## src/rtl/upsp_axis_packer.sv

```systemverilog
// Packs a 24-bit RGB AXI-Stream into dense 32-bit words (4 pixels -> 3 words),
// tracks line/frame position and regenerates frame-level tuser/tlast with sticky error flags.
module upsp_axis_packer #(
    parameter int DST_IMG_WIDTH  = 3840,
    parameter int DST_IMG_HEIGHT = 2160,
    parameter int PIXEL_WIDTH    = 24,
    parameter int OUT_DATA_WIDTH = 32
) (
    input  logic                        clk,
    input  logic                        rst_n,
    input  logic                        s_axis_tvalid,
    output logic                        s_axis_tready,
    input  logic [PIXEL_WIDTH-1:0]      s_axis_tdata,
    input  logic                        s_axis_tlast,
    input  logic                        s_axis_tuser,
    output logic                        m_axis_tvalid,
    input  logic                        m_axis_tready,
    output logic [OUT_DATA_WIDTH-1:0]   m_axis_tdata,
    output logic [OUT_DATA_WIDTH/8-1:0] m_axis_tkeep,
    output logic                        m_axis_tlast,
    output logic                        m_axis_tuser,
    output logic                        frame_done,
    output logic                        err_eol_early,
    output logic                        err_eol_late,
    output logic                        err_sof
);

    localparam int CW = (DST_IMG_WIDTH  > 1) ? $clog2(DST_IMG_WIDTH)  : 1;
    localparam int RW = (DST_IMG_HEIGHT > 1) ? $clog2(DST_IMG_HEIGHT) : 1;
    localparam logic [CW-1:0] LAST_COL = CW'(DST_IMG_WIDTH - 1);
    localparam logic [RW-1:0] LAST_ROW = RW'(DST_IMG_HEIGHT - 1);

    typedef enum logic [1:0] {PH0, PH1, PH2, PH3} phase_t;

    phase_t                    ph;
    logic [23:0]               res;
    logic [CW-1:0]             col;
    logic [RW-1:0]             row;
    logic                      sof_pending;
    logic                      ready_en;

    logic                      accept;
    logic                      at_origin;
    logic                      sof_beat;
    phase_t                    eff_ph;
    phase_t                    next_ph;
    logic [CW-1:0]             eff_col;
    logic [RW-1:0]             eff_row;
    logic                      last_col;
    logic                      line_end;
    logic                      emit;
    logic [OUT_DATA_WIDTH-1:0] word;
    logic [23:0]               next_res;
    logic                      set_early;
    logic                      set_late;
    logic                      set_sof;
    logic                      clr_err;

    // ready_en keeps the input closed while in reset and for the first cycle after it
    assign s_axis_tready = ready_en && (!m_axis_tvalid || m_axis_tready);
    assign m_axis_tkeep  = {(OUT_DATA_WIDTH/8){m_axis_tvalid}};
    assign frame_done    = m_axis_tvalid && m_axis_tready && m_axis_tlast;

    always_comb begin
        accept    = s_axis_tvalid && s_axis_tready;
        at_origin = (row == '0) && (col == '0);
        sof_beat  = accept && s_axis_tuser;
        eff_ph    = s_axis_tuser ? PH0 : ph;
        eff_col   = s_axis_tuser ? '0 : col;
        eff_row   = s_axis_tuser ? '0 : row;
        last_col  = (eff_col == LAST_COL);
        line_end  = last_col || s_axis_tlast;
        emit      = accept && (eff_ph != PH0);
        word      = '0;
        next_res  = '0;
        next_ph   = PH0;
        case (eff_ph)
            PH0: begin
                next_res = s_axis_tdata;
                next_ph  = PH1;
            end
            PH1: begin
                word     = {s_axis_tdata[7:0], res};
                next_res = {8'h00, s_axis_tdata[23:8]};
                next_ph  = PH2;
            end
            PH2: begin
                word     = {s_axis_tdata[15:0], res[15:0]};
                next_res = {16'h0000, s_axis_tdata[23:16]};
                next_ph  = PH3;
            end
            default: begin
                word     = {s_axis_tdata, res[7:0]};
                next_res = '0;
                next_ph  = PH0;
            end
        endcase
        // Any line end, early or natural, realigns packing and drops leftover bytes
        if (line_end) begin
            next_ph  = PH0;
            next_res = '0;
        end
        set_early = accept && s_axis_tlast && !last_col;
        set_late  = accept && last_col && !s_axis_tlast;
        set_sof   = sof_beat && !at_origin;
        clr_err   = sof_beat && at_origin;
    end

    always_ff @(posedge clk or negedge rst_n) begin
        if (!rst_n) begin
            ph            <= PH0;
            res           <= '0;
            col           <= '0;
            row           <= '0;
            sof_pending   <= 1'b1;
            ready_en      <= 1'b0;
            m_axis_tvalid <= 1'b0;
            m_axis_tdata  <= '0;
            m_axis_tlast  <= 1'b0;
            m_axis_tuser  <= 1'b0;
            err_eol_early <= 1'b0;
            err_eol_late  <= 1'b0;
            err_sof       <= 1'b0;
        end else begin
            ready_en <= 1'b1;

            if (accept) begin
                ph  <= next_ph;
                res <= next_res;
                if (line_end) begin
                    col <= '0;
                    row <= (eff_row == LAST_ROW) ? '0 : eff_row + 1'b1;
                end else begin
                    col <= eff_col + 1'b1;
                    row <= eff_row;
                end
                // A frame wrap arms tuser for the first word of the next frame
                if (line_end && (eff_row == LAST_ROW))
                    sof_pending <= 1'b1;
                else if (emit)
                    sof_pending <= 1'b0;
                else
                    sof_pending <= sof_pending || s_axis_tuser;
            end

            if (emit) begin
                m_axis_tvalid <= 1'b1;
                m_axis_tdata  <= word;
                m_axis_tlast  <= (eff_row == LAST_ROW) && last_col;
                m_axis_tuser  <= sof_pending || s_axis_tuser;
            end else if (m_axis_tready) begin
                m_axis_tvalid <= 1'b0;
            end

            err_eol_early <= set_early || (err_eol_early && !clr_err);
            err_eol_late  <= set_late  || (err_eol_late  && !clr_err);
            err_sof       <= set_sof   || (err_sof       && !clr_err);
        end
    end

endmodule
```

## config.mk

```make
export PLATFORM = sky130hd
export DESIGN_NAME = upsp_axis_packer
export DESIGN_NICKNAME = d
export VERILOG_FILES = /design/src/rtl/upsp_axis_packer.sv
export SDC_FILE = /design/constraint.sdc
export NUM_CORES = 1
export LEC_CHECK = 0
export ABC_AREA = 1
export BUFFER_PORTS_ARGS = -buffer_cell sky130_fd_sc_hd__buf_2
export CAP_MARGIN = 20
export CORE_MARGIN = 10
export CORE_UTILIZATION = 59
export CTS_BUF_LIST = sky130_fd_sc_hd__clkbuf_8
export DETAILED_ROUTE_END_ITERATION = 8
export PLACE_DENSITY_LB_ADDON = 0.15
export SLEW_MARGIN = 40
export SYNTH_ARGS = -nofsm -noshare
export SYNTH_HDL_FRONTEND = slang
export SYNTH_SLANG_ARGS = --single-unit
```

## constraint.sdc

```tcl
create_clock -name clk -period 2.2 [get_ports clk]
set_clock_uncertainty 0.05 [all_clocks]
set_input_delay 0.44 -clock clk [delete_from_list [all_inputs] [get_ports clk]]
set_output_delay 0.44 -clock clk [all_outputs]
set_load 0.005 [all_outputs]
```

== Word-level counts from Yosys, hierarchy flattened ==
Index checks and enable logic that the tools add are counted.

* Bits in registers: 90
* Input port bits: 30
* Output and inout port bits: 44
* Word-level logic and storage cells: 68

* Add/sub/neg operators: 2
* Eq/ne operators: 4
* Multiplexer cells: 15
* Reduce and logical (&&, ||, !) cells: 34

{| class="wikitable"
|+ Operators by type and width
! operator !! number
|-
| case mux 32 bit (3 select lines) || 1
|-
| case mux 24 bit (3 select lines) || 1
|-
| two-way mux 12 bit || 5
|-
| adder 12 x 1 -> 12 bit, second input constant || 2
|-
| equality test 12 bit, second input constant || 2
|-
| logical NOT 12 bit || 2
|-
| two-way mux 24 bit || 1
|-
| logical AND 1 bit || 18
|-
| logical OR 1 bit || 6
|-
| case mux 2 bit (3 select lines) || 1
|-
| logical NOT 1 bit || 5
|-
| two-way mux 1 bit || 4
|-
| two-way mux 2 bit || 2
|-
| nonzero test 2 bit || 2
|-
| equality test 2 x 1 -> 1 bit, second input constant || 1
|-
| equality test 2 bit, second input constant || 1
|-
| logical NOT 2 bit || 1
|}

== Logic depth before layout (Yosys ltp) ==
Gate-level depths: netlist of run 1.

* Depth after elaboration: 9
* Gate-level depth with buffers: 12
* Gate-level depth less buffers: 12

== Least setup slack after synthesis of run 1 ==
OpenSTA, ideal clock, no wires.

* Path kind: input-to-reg
* Start point: input port s_axis_tuser
* End point: register m_axis_tdata[23]
* Setup time: 117 ps
* Arrival time: 1986 ps
* Data required time: 2033 ps
* Path slack: 47 ps
* Stages: 12
* Buffers on the path: 3
* Cell sequence: clkbuf_1 > nor2_1 > inv_1 > ha_1 > buf_2 > inv_1 > clkbuf_1 > o21ai_0 > nand2_1 > o21ai_0 > nand2_1 > nand2_1

* Longest elaborated chain between the ends: 3
* Elaborated cells between the ends (all ways): 7
* Classes of those cells: 2 x eq/ne; 2 x mux; 3 x reduce/logical

{| class="wikitable"
|+ RTL lines
! element !! RTL line !! RTL
|-
| start, declared || 15 || <nowiki>input logic s_axis_tuser,</nowiki>
|-
| two-way mux 2 bit * || 68 || <nowiki>eff_ph = s_axis_tuser ? PH0 : ph;</nowiki>
|-
| equality test 2 bit (tied with other cells) || 77 || <nowiki>case (eff_ph)</nowiki>
|-
| case mux 32 bit (3 select lines) or logical AND 1 bit (tied branches) || 77, 73 ||
|-
| end signal, assigned || 148 || <nowiki>m_axis_tdata <= word;</nowiki>
|-
| end, declared || 18 || <nowiki>output logic [OUT_DATA_WIDTH-1:0] m_axis_tdata,</nowiki>
|}

Mark *: on every way between the ends. The rest lies on a longest branch, timed or not.
A chain may end at the register's enable or synchronous reset.

== Worst setup path after layout of run 1 ==
* Start point: register m_axis_tvalid
* End point: register res[18]

* Longest elaborated chain between the ends: 4

{| class="wikitable"
|+ RTL lines
! element !! RTL line !! RTL
|-
| start, declared || 16 || <nowiki>output logic m_axis_tvalid,</nowiki>
|-
| start signal, assigned || 117 || <nowiki>m_axis_tvalid <= 1'b0;</nowiki>
|-
| start signal, assigned || 147 || <nowiki>m_axis_tvalid <= 1'b1;</nowiki>
|-
| start signal, assigned || 152 || <nowiki>m_axis_tvalid <= 1'b0;</nowiki>
|-
| logical NOT 1 bit || 60 || <nowiki>assign s_axis_tready = ready_en && (!m_axis_tvalid || m_axis_tready);</nowiki>
|-
| logical OR 1 bit || 60 ||
|-
| logical AND 1 bit || 60 ||
|-
| logical AND 1 bit || 65 || <nowiki>accept = s_axis_tvalid && s_axis_tready;</nowiki>
|-
| end signal, assigned || 129 || <nowiki>res <= next_res;</nowiki>
|-
| end, declared || 36 || <nowiki>logic [23:0] res;</nowiki>
|}

No other way between the ends.

==> results of run 1 <==
==> worst max-delay path: cells and delay by family, from the launching register on <==
kind	cells	cell delay (ns)
flip-flops	1	0.44
buffers and inverters	1	0.21
AND/OR/NAND/NOR	6	1.01
AO/OA/AOI/OAI	1	0.17
==> flip-flops by register name, indices dropped and copies added, names as in the netlist, named ones only <==
| name | count |
|---|---|
| err_eol_early | 1 |
| res | 24 |
| ph | 2 |
| m_axis_tuser | 1 |
| sof_pending | 1 |
| col | 12 |
| m_axis_tvalid | 1 |
| m_axis_tlast | 1 |
| ready_en | 1 |
| m_axis_tdata | 32 |
| row | 12 |
| err_eol_late | 1 |
==> final timing paths <==
| kind | from | end | slack (ns) |
|---|---|---|---|
| worst min register to register | m_axis_tdata[20] | m_axis_tdata[20] | 0.44 |
| worst max register to register | m_axis_tvalid | res[18] | 0.24 |
| worst max-delay path | m_axis_tvalid | res[18] | 0.24 |
| min in group asynchronous | rst_n | m_axis_tdata[5] | 0.38 |
| worst min-delay path | m_axis_tready | m_axis_tvalid | 0.31 |
| max in group asynchronous | rst_n | m_axis_tdata[21] | 1.06 |
==> Yosys cell counts (2+ instances only) <==
cell type,count,area (sq um)
inv_1,83,312
nor2_2,2,12.5
nor2_1,38,143
nand3_1,45,225
nand3_2,2,20.0
a21oi_1,13,65.1
buf_4,5,37.5
nand2_2,4,25.0
nand4_1,11,68.8
nor3_1,5,25.0
xor2_1,2,17.5
dfrtp_1,89,2230
inv_4,2,12.5
clkbuf_1,18,67.6
o21ai_1,18,90.1
o21ai_0,80,400
inv_2,2,7.51
buf_6,2,22.5
o31ai_1,2,15.0
o22ai_1,31,194
buf_2,8,40.0
nand2_1,210,788
ha_1,6,75.1
==> metal layers <==
metal / part of all wire / up-vias
li1: - / 2398
met1: 0.46 / 2342
met2: 0.43 / 215
met3: 0.089 / 22
met4: 0.014 / 0
met5: 0 / -
==> cells by family after synthesis <==
logic type | count (synthesis)
fa+ha+maj | 6
flops | 90
compound gates | 149
simple gates | 324
buf+inv | 121
other cells | 1
xor+xnor | 3
==> power by group <==
part / total (W) / leakage (nW) / switching [W] / internal, W
Combinational: 0.000916 / 1.67 / 0.000550 / 0.000367
Clock: 0.00124 / 0.107 / 0.000658 / 0.000578
Sequential: 0.00201 / 1.20 / 0.000135 / 0.00188
==> cells in the final DEF (no fill, tap or decap), types with 2 or more instances in the layout <==
cell      count
nand2_1     210
dfrtp_1      89
inv_1        83
o21ai_0      80
buf_2        72
nand3_1      45
nor2_1       38
o22ai_1      31
buf_4        23
o21ai_1      18
a21oi_1      13
nand4_1      11
clkbuf_8     10
ha_1          6
nor3_1        5
buf_12        5
nand2_2       4
inv_6         3
inv_4         2
nor2_2        2
nand3_2       2
inv_2         2
o31ai_1       2
xor2_1        2
==> layout make-up <==
cell class              instances  area, sq um  share of cell area
clock buffers                  10          138              0.0235
clock inverters                 6         80.1              0.0136
inverters                      88          335              0.0572
multi-input cells             483         2290               0.390
flip-flops and latches         90         2250               0.384
well taps                     105          131              0.0224
repair buffers                101          643               0.110
==> metrics by stage <==
step	setup WS, ns	instances	area (sq um)	util	setup TNS (ns)
floorplan	0.0473	694	5040	-	0
global placement	-0.0273	866	5640	0.683	-0.0389
detailed placement	-0.0280	866	5640	0.683	-0.0815
CTS	0.230	883	5870	0.710	0
global route	0.0325	883	5870	0.710	0
finish	0.243	883	5870	0.710	0
==> impl_metrics.env, run 1 <==
export IMPL_num_vias=4977
export IMPL_worstRegToRegCells=8
export IMPL_rsz0062_at_grt="no"
export IMPL_cts_tree="built"
export IMPL_post_cts_resized=0
export IMPL_synthAdderAreaFrac=0.0149
export IMPL_gr_total_overflow=0
export IMPL_slew_viol_final=0
export IMPL_synthArstFlopShare=1.00
export IMPL_synth_top_family_by_area="simple AND/OR/NAND/NOR gates"
export IMPL_routedWlPerCell_um=15.9
export IMPL_nets=809
export IMPL_finalCritPeriodShare=0.890
export IMPL_dieHeight_um=112
export IMPL_top_usage_layer="met2"
export IMPL_worstPathArrival_ns=2.20
export IMPL_startpoint_type="flop"
export IMPL_required_ns=2.44
export IMPL_worstPathMaxFanout=16
export IMPL_port_buffers=73
export IMPL_synthDistinctLibCells=39
export IMPL_avgSynthCellArea_sq_um=7.27
export IMPL_grt_pass1_vias=4707
export IMPL_htreeDepth=3
export IMPL_gr_usage_met1=0.319
export IMPL_synth_edf_count=0
export IMPL_setup_violations=0
export IMPL_rows=33
export IMPL_core_sq_um=8260
export IMPL_routed_wl_mm=14.0
export IMPL_worstPathCellList="nand2_1 > and2_1 > nand2_2 > nor2_2 > nand2_4 > inv_4 > nand3_2 > o21ai_1"
export IMPL_postRouteAntennaNets=0
export IMPL_slowest_stage="dfrtp_1"
export IMPL_synth_seq_area_share=0.447
export IMPL_antenna_found_initial=0
export IMPL_min_path_type="primary input to flop"
export IMPL_use_met2=0.323
export IMPL_nFillCells=690
export IMPL_grt_pass1_wl_mm=23.4
export IMPL_pin_count=74
export IMPL_whs_path_depth=4
export IMPL_cts_setup_buffers=0
export IMPL_grt_usage=0.220
export IMPL_yosys_warnings=0
export IMPL_layout_drive_gt1_share=0.174
export IMPL_drt_iter0_markers=417
export IMPL_dieWidth_um=112
export IMPL_post_dp_hpwl_mm=10.5
export IMPL_netlist_instances=694
export IMPL_synth_xor_area_share=0.00521
export IMPL_synthSimpleGateAreaFrac=0.273
export IMPL_criticalPathCategory="flop to flop"
export IMPL_fin_crit_ns=1.96
export IMPL_grt_start_max_net_pins=51
export IMPL_total_power_w=0.00417
export IMPL_clk_pin_slew_worst_paths_ns=0.10
export IMPL_root_buffer="clkbuf_8"
export IMPL_status="complete, no violations"
export IMPL_synth_mux_area_frac=0
export IMPL_drc_errors=0
export IMPL_start_util=0.611
export IMPL_drv_cap=0
export IMPL_ys_ff_latch=90
export IMPL_ir_worst_vdd_mv=0.456
export IMPL_synth_compound_area_frac=0.159
export IMPL_p_leak_nw=2.97
export IMPL_numCtsBuffers=9
export IMPL_area_growth_pct=16.4
export IMPL_gp_congestion=0.965
export IMPL_endpoint_kind="flop"
export IMPL_hold_buffers=1
export IMPL_avgViaCountPerCell=5.64
export IMPL_num_antenna_cells=0
export IMPL_synth_ff_type="dfrtp_1"
export IMPL_syn_area_sq_um=5040
export IMPL_insertion_delay_ns=0.36
export IMPL_clockBufferDepth=2
export IMPL_hold_viol_final=0
export IMPL_dr_pass1_iters=5
export IMPL_max_freq_ghz=0.511
export IMPL_die_area_sq_um=12600
export IMPL_p_per_area_nw_per_um2=710
export IMPL_grt_use_met3=0.0501
export IMPL_synth_fp_nets=730
export IMPL_holdWs_ns=0.309
export IMPL_clock_sinks=90
export IMPL_max_stage_delay_ns=0.44
Note: power is estimated with default switching activity, not from simulation.
==> inputs of run 2 (changes only) <==
PLACE_DENSITY = 0.85   (was not set)
PLACE_DENSITY_LB_ADDON = not set   (was 0.15)
==> run 2 against run 1 <==
  * Core utilization down 0.32 points
  * Clock power down 6%
  * Flip-flop and latch count unchanged
  * Total power down 1.3%
  * Register-to-register slack worse by 0.02 ns
  * Largest cell class unchanged
  * Highest routed layer unchanged
==> impl_metrics.env, run 2 (synthesized netlist as in run 1, its figures left out) <==
export IMPL_reg_largest_list="m_axis_tdata: 32 flops, res: 24 flops"
export IMPL_dieWidth_um=112
export IMPL_num_antenna_cells=0
export IMPL_fin_util=0.707
export IMPL_p_per_area_nw_per_um2=704
export IMPL_setup_violations=0
export IMPL_mostFrequentLayoutCells="nand2_1 (210), dfrtp_1 (89), inv_1 (83)"
export IMPL_grt_pass1_wl_mm=23.6
export IMPL_core_sq_um=8260
export IMPL_reg2reg_to="res[22]"
export IMPL_path_depth=10
export IMPL_routedWlPerCell_um=16.2
export IMPL_crit_top_cell="nand3_2"
export IMPL_dr_pass1_iters=6
export IMPL_min_path_type="primary input to async pin"
export IMPL_worstRegToRegCells=10
export IMPL_gr_total_overflow=0
export IMPL_finalCritPeriodShare=0.899
export IMPL_cts_tree="built"
export IMPL_startpoint="col[0]"
export IMPL_die_area_sq_um=12600
export IMPL_gp_congestion=0.939
export IMPL_start_util=0.611
export IMPL_avgViaCountPerCell=5.71
export IMPL_layout_drive_gt1_share=0.179
export IMPL_path_buf_inv=2
export IMPL_rows=33
export IMPL_worstPathArrival_ns=2.21
export IMPL_postRouteAntennaNets=0
export IMPL_status="complete, no violations"
export IMPL_clk_pin_slew_worst_paths_ns=0.11
export IMPL_grt_pass1_vias=4709
export IMPL_htreeDepth=3
export IMPL_slew_viol_final=0
export IMPL_num_vias=5059
export IMPL_max_stage_delay_ns=0.41
export IMPL_nets=812
export IMPL_ir_worst_vdd_mv=0.565
export IMPL_dieHeight_um=112
export IMPL_max_freq_ghz=0.505
export IMPL_tns_ns=0
export IMPL_rsz0062_at_grt="no"
export IMPL_endpoint_kind="flop"
export IMPL_r2r_start="col[0]"
export IMPL_fin_crit_ns=1.98
export IMPL_required_ns=2.43
export IMPL_reg2reg_slack_ns=0.22
export IMPL_hold_viol_final=0
export IMPL_post_dp_hpwl_mm=10.6
export IMPL_worstPathMaxFanout=15
export IMPL_nFillCells=703
export IMPL_critPathCapture="res[22]"
export IMPL_cp_top_family="simple AND/OR/NAND/NOR gates"
export IMPL_routed_wl_mm=14.3
export IMPL_port_buffers=73
export IMPL_largest_register_ffs=32
export IMPL_insertion_delay_ns=0.37
export IMPL_startpoint_type="flop"
export IMPL_grt_usage=0.223
export IMPL_slowest_stage="dfrtp_1"
export IMPL_final_common_cell="nand2_1"
export IMPL_area_growth_pct=15.8
export IMPL_regMostFlops="m_axis_tdata"
export IMPL_antenna_found_initial=0
export IMPL_numCtsBuffers=9
export IMPL_clockBufferDepth=2
export IMPL_drt_iter0_markers=523
export IMPL_worstPathCellList="nand2_1 > inv_1 > ha_1 > nand3_2 > nor2_4 > nand3_4 > nand2_4 > inv_4 > nand3_2 > o21ai_1"
export IMPL_pin_count=74
export IMPL_p_leak_nw=2.97
export IMPL_drv_cap=0
export IMPL_clock_sinks=90
export IMPL_drc_errors=0
export IMPL_criticalPathCategory="flop to flop"
export IMPL_grt_start_max_net_pins=91
export IMPL_root_buffer="clkbuf_8"
## run 2: worst min path at each step
stage / startpoint / cells past startpoint / endpoint
2_1_floorplan: rst_n / 0 / async pin
3_3_place_gp: err_eol_early / 2 / err_eol_early
3_5_place_dp: m_axis_tdata[23] / 2 / m_axis_tdata[23]
4_1_cts: rst_n / 2 / m_axis_tdata[20]
5_1_grt: rst_n / 2 / m_axis_tdata[17]
6_report: rst_n / 2 / m_axis_tdata[17]
## run 2: worst register-to-register path, stage by stage (launching register included)
cell and delay, ns:
dfrtp_1 0.41, nand2_1 0.12, inv_1 0.08, ha_1 0.24
nand3_2 0.11, nor2_4 0.05, nand3_4 0.10, nand2_4 0.12
inv_4 0.21, nand3_2 0.21, o21ai_1 0.19
## run 2: through the flow
stage / hold WS [ns] / worst slack [ns] / instance area [sq um] / cells / power (W)
after global placement: 0.405 / 0.0306 / 5620 / 868 / 0.00291
after floorplan: 0.0944 / 0.0473 / 5040 / 694 / 0.00254
after detailed placement: 0.410 / -0.102 / 5620 / 868 / 0.00295
after global routing: 0.0747 / 0.102 / 5840 / 886 / 0.00433
final: 0.0293 / 0.222 / 5840 / 886 / 0.00411
after CTS: 0.0613 / 0.0985 / 5820 / 884 / 0.00410
## run 2: timing repair
item | CTS | global route
buffers inserted | 0 | 2
gates resized for setup | 0 | 1
setup endpoints to repair | 0 | 20
hold buffers | 0 | 0
## run 2: power by group
group | internal, W | leakage [nW] | switching (W) | total [W]
Combinational | 0.000360 | 1.67 | 0.000557 | 0.000918
Clock | 0.000454 | 0.103 | 0.000720 | 0.00117
Sequential | 0.00188 | 1.20 | 0.000140 | 0.00202
Total | 0.00269 | 2.97 | 0.00142 | 0.00411
## run 2: layout make-up
class,instances,area [sq um],area share
well taps,105,131,0.0225
clock inverters,7,81.3,0.0139
flip-flops and latches,90,2250,0.386
multi-input cells,483,2290,0.391
clock buffers,9,124,0.0212
inverters,88,339,0.0581
repair buffers,104,626,0.107
## run 2: layer usage
layer,wire length [um],vias to the layer above,part of all wire,GRT usage
met5,0,-,0,0
met4,193,0,0.013,0.0618
met3,1310,18,0.091,0.0410
met2,6400,266,0.45,0.344
met1,6440,2358,0.45,0.313
li1,-,2417,-,-
==> inputs of run 3 (changes only) <==
--- a/config.mk
+++ b/config.mk
@@ -10,8 +10,8 @@
 export CAP_MARGIN = 20
 export CORE_MARGIN = 10
-export CORE_UTILIZATION = 59
+export CORE_UTILIZATION = 54
 export CTS_BUF_LIST = sky130_fd_sc_hd__clkbuf_8
 export DETAILED_ROUTE_END_ITERATION = 8
-export PLACE_DENSITY = 0.85
+export PLACE_DENSITY = 0.82
 export SLEW_MARGIN = 40
 export SYNTH_ARGS = -nofsm -noshare
==> constraint.sdc (replaced) <==
create_clock -name clk -period 1.8 [get_ports clk]
set_clock_uncertainty 0.05 [all_clocks]
set_input_delay 0.36 -clock clk [delete_from_list [all_inputs] [get_ports clk]]
set_output_delay 0.36 -clock clk [all_outputs]
set_load 0.01 [all_outputs]
==> run 3 against run 2 <==
  * Worst hold slack better by 0.19 ns
  * Wire length is 4.5% higher
  * Clock-buffer cell count is 1 higher
  * Sequential power up 22%
  * Register-to-register slack worse by 0.19 ns
  * Critical endpoint is now row[0]
==> impl_metrics.env, run 3 (synthesized netlist as in run 1, its figures left out) <==
export IMPL_rsz0062_at_grt="yes"
export IMPL_num_vias=5162
export IMPL_die_area_sq_um=13600
export IMPL_area_growth_pct=25.9
export IMPL_worstPathCellList="inv_2 > nor2_4 > ha_4 > nand3_4 > nor2_4 > nand3_4 > buf_6 > a21oi_4 > nand2_1 > a21oi_2"
export IMPL_endpoint_kind="flop"
export IMPL_worstPathArrival_ns=2.01
export IMPL_dieHeight_um=117
export IMPL_slowest_stage="dfrtp_1"
export IMPL_largest_register_ffs=32
export IMPL_pin_count=74
export IMPL_reg_largest_list="m_axis_tdata: 32 flops, res: 24 flops"
export IMPL_p_leak_nw=3.17
export IMPL_post_dp_hpwl_mm=11.0
export IMPL_postRouteAntennaNets=0
export IMPL_drv_cap=0
export IMPL_core_sq_um=9150
export IMPL_grt_pass1_wl_mm=23.8
export IMPL_grt_pass1_vias=4788
export IMPL_grt_start_max_net_pins=37
export IMPL_grt_usage=0.220
export IMPL_clock_sinks=90
export IMPL_startpoint_type="flop"
export IMPL_rows=35
export IMPL_regArea_sq_um=2250
export IMPL_drc_errors=0
export IMPL_htreeDepth=3
export IMPL_slew_viol_final=0
export IMPL_min_path_type="primary input to flop"
export IMPL_p_per_area_nw_per_um2=828
export IMPL_avgViaCountPerCell=5.58
export IMPL_fin_util=0.694
export IMPL_numCtsBuffers=9
export IMPL_gp_congestion=0.929
export IMPL_clk_pin_slew_worst_paths_ns=0.10
export IMPL_hold_viol_final=0
export IMPL_max_freq_ghz=0.565
export IMPL_start_util=0.551
export IMPL_status="complete, no violations"
export IMPL_drt_iter0_markers=429
export IMPL_max_stage_delay_ns=0.39
export IMPL_ir_worst_vdd_mv=0.414
export IMPL_finalCritPeriodShare=0.984
export IMPL_insertion_delay_ns=0.36
export IMPL_total_power_w=0.00526
export IMPL_mostFrequentLayoutCells="nand2_1 (207), dfrtp_1 (88), inv_1 (78)"
export IMPL_root_buffer="clkbuf_8"
export IMPL_layout_drive_gt1_share=0.244
export IMPL_num_antenna_cells=0
export IMPL_dr_pass1_iters=5
export IMPL_clockBufferDepth=2
export IMPL_routedWlPerCell_um=16.2
export IMPL_nFillCells=768
export IMPL_worstPathMaxFanout=5
export IMPL_required_ns=2.04
export IMPL_fin_crit_ns=1.77
export IMPL_nets=845
export IMPL_criticalPathCategory="flop to flop"
export IMPL_dieWidth_um=117
export IMPL_final_common_cell="nand2_1"
export IMPL_multi_input_area_sq_um=2460
export IMPL_setup_violations=0
export IMPL_gr_total_overflow=0
export IMPL_cts_tree="built"
export IMPL_antenna_found_initial=0
export IMPL_regMostFlops="m_axis_tdata"
export IMPL_port_buffers=73
export IMPL_routed_wl_mm=15.0
==> run 3: layout make-up <==
class | instances | area share
Inverter | 88 | 0.0554
Timing Repair Buffer | 136 | 0.148
Clock buffer | 10 | 0.0217
Sequential cell | 90 | 0.355
Timing Repair inverter | 1 | 0.000788
Clock inverter | 6 | 0.00985
Multi-Input combinational cell | 483 | 0.387
Tap cell | 111 | 0.0219
==> run 3: timing repair <==
action | CTS | global route
buffers inserted | 1 | 7
cloned | 0 | 1
endpoints found under the setup margin | 22 | 84
resized for setup | 9 | 44
hold buffers | 1 | 0
pin swaps | 0 | 15
hold endpoints to repair | 30 | 0
==> run 3: path summary, 6_finish.rpt <==
kind / start / end / slack (ns) / depth (start not counted)
setup / recovery: col[1] / row[0] / 0.03 / 10
hold / removal: m_axis_tready / m_axis_tvalid / 0.22 / 4
setup reg to reg: col[1] / row[0] / 0.03 / 10
hold reg to reg: err_eol_early / err_eol_early / 0.43 / 2
max in group asynchronous: rst_n / sof_pending / 0.69 / 3
min in group asynchronous: rst_n / m_axis_tdata[4] / 0.42 / 2
==> run 3: layer usage <==
layer  GRT usage  share of wire  vias to the layer above
met5           0              0                        -
met4      0.0667          0.013                        0
met3      0.0318          0.082                       19
met2       0.344           0.45                      228
met1       0.308           0.45                     2435
li1            -              -                     2480
==> run 3: worst max-delay path, delay by kind of cell (launching register included) <==
kind / cells / cell delay [ns]
flip-flops: 1 / 0.39
buffers and inverters: 2 / 0.24
AO/OA/AOI/OAI: 2 / 0.29
adder cells (fa/ha/maj): 1 / 0.16
AND/OR/NAND/NOR: 5 / 0.56
==> run 3: power by group <==
part | leakage [nW] | switching (W) | internal, W | total [W]
Combinational | 1.87 | 0.000815 | 0.000576 | 0.00139
Clock | 0.105 | 0.000821 | 0.000590 | 0.00141
Sequential | 1.20 | 0.000160 | 0.00230 | 0.00246
==> run 3: stage by stage <==
stage	TNS, ns	area [sq um]	cells	setup slack, ns	hold slack, ns
5_1_grt	-0.520	6350	925	-0.0624	0.241
3_3_place_gp	-9.60	5880	899	-0.338	0.279
4_1_cts	0	6140	917	0.00185	0.205
2_1_floorplan	-0.00344	5070	694	-0.00344	0.0144
3_5_place_dp	-13.69	5880	899	-0.381	0.283
6_report	0	6350	925	0.0295	0.216
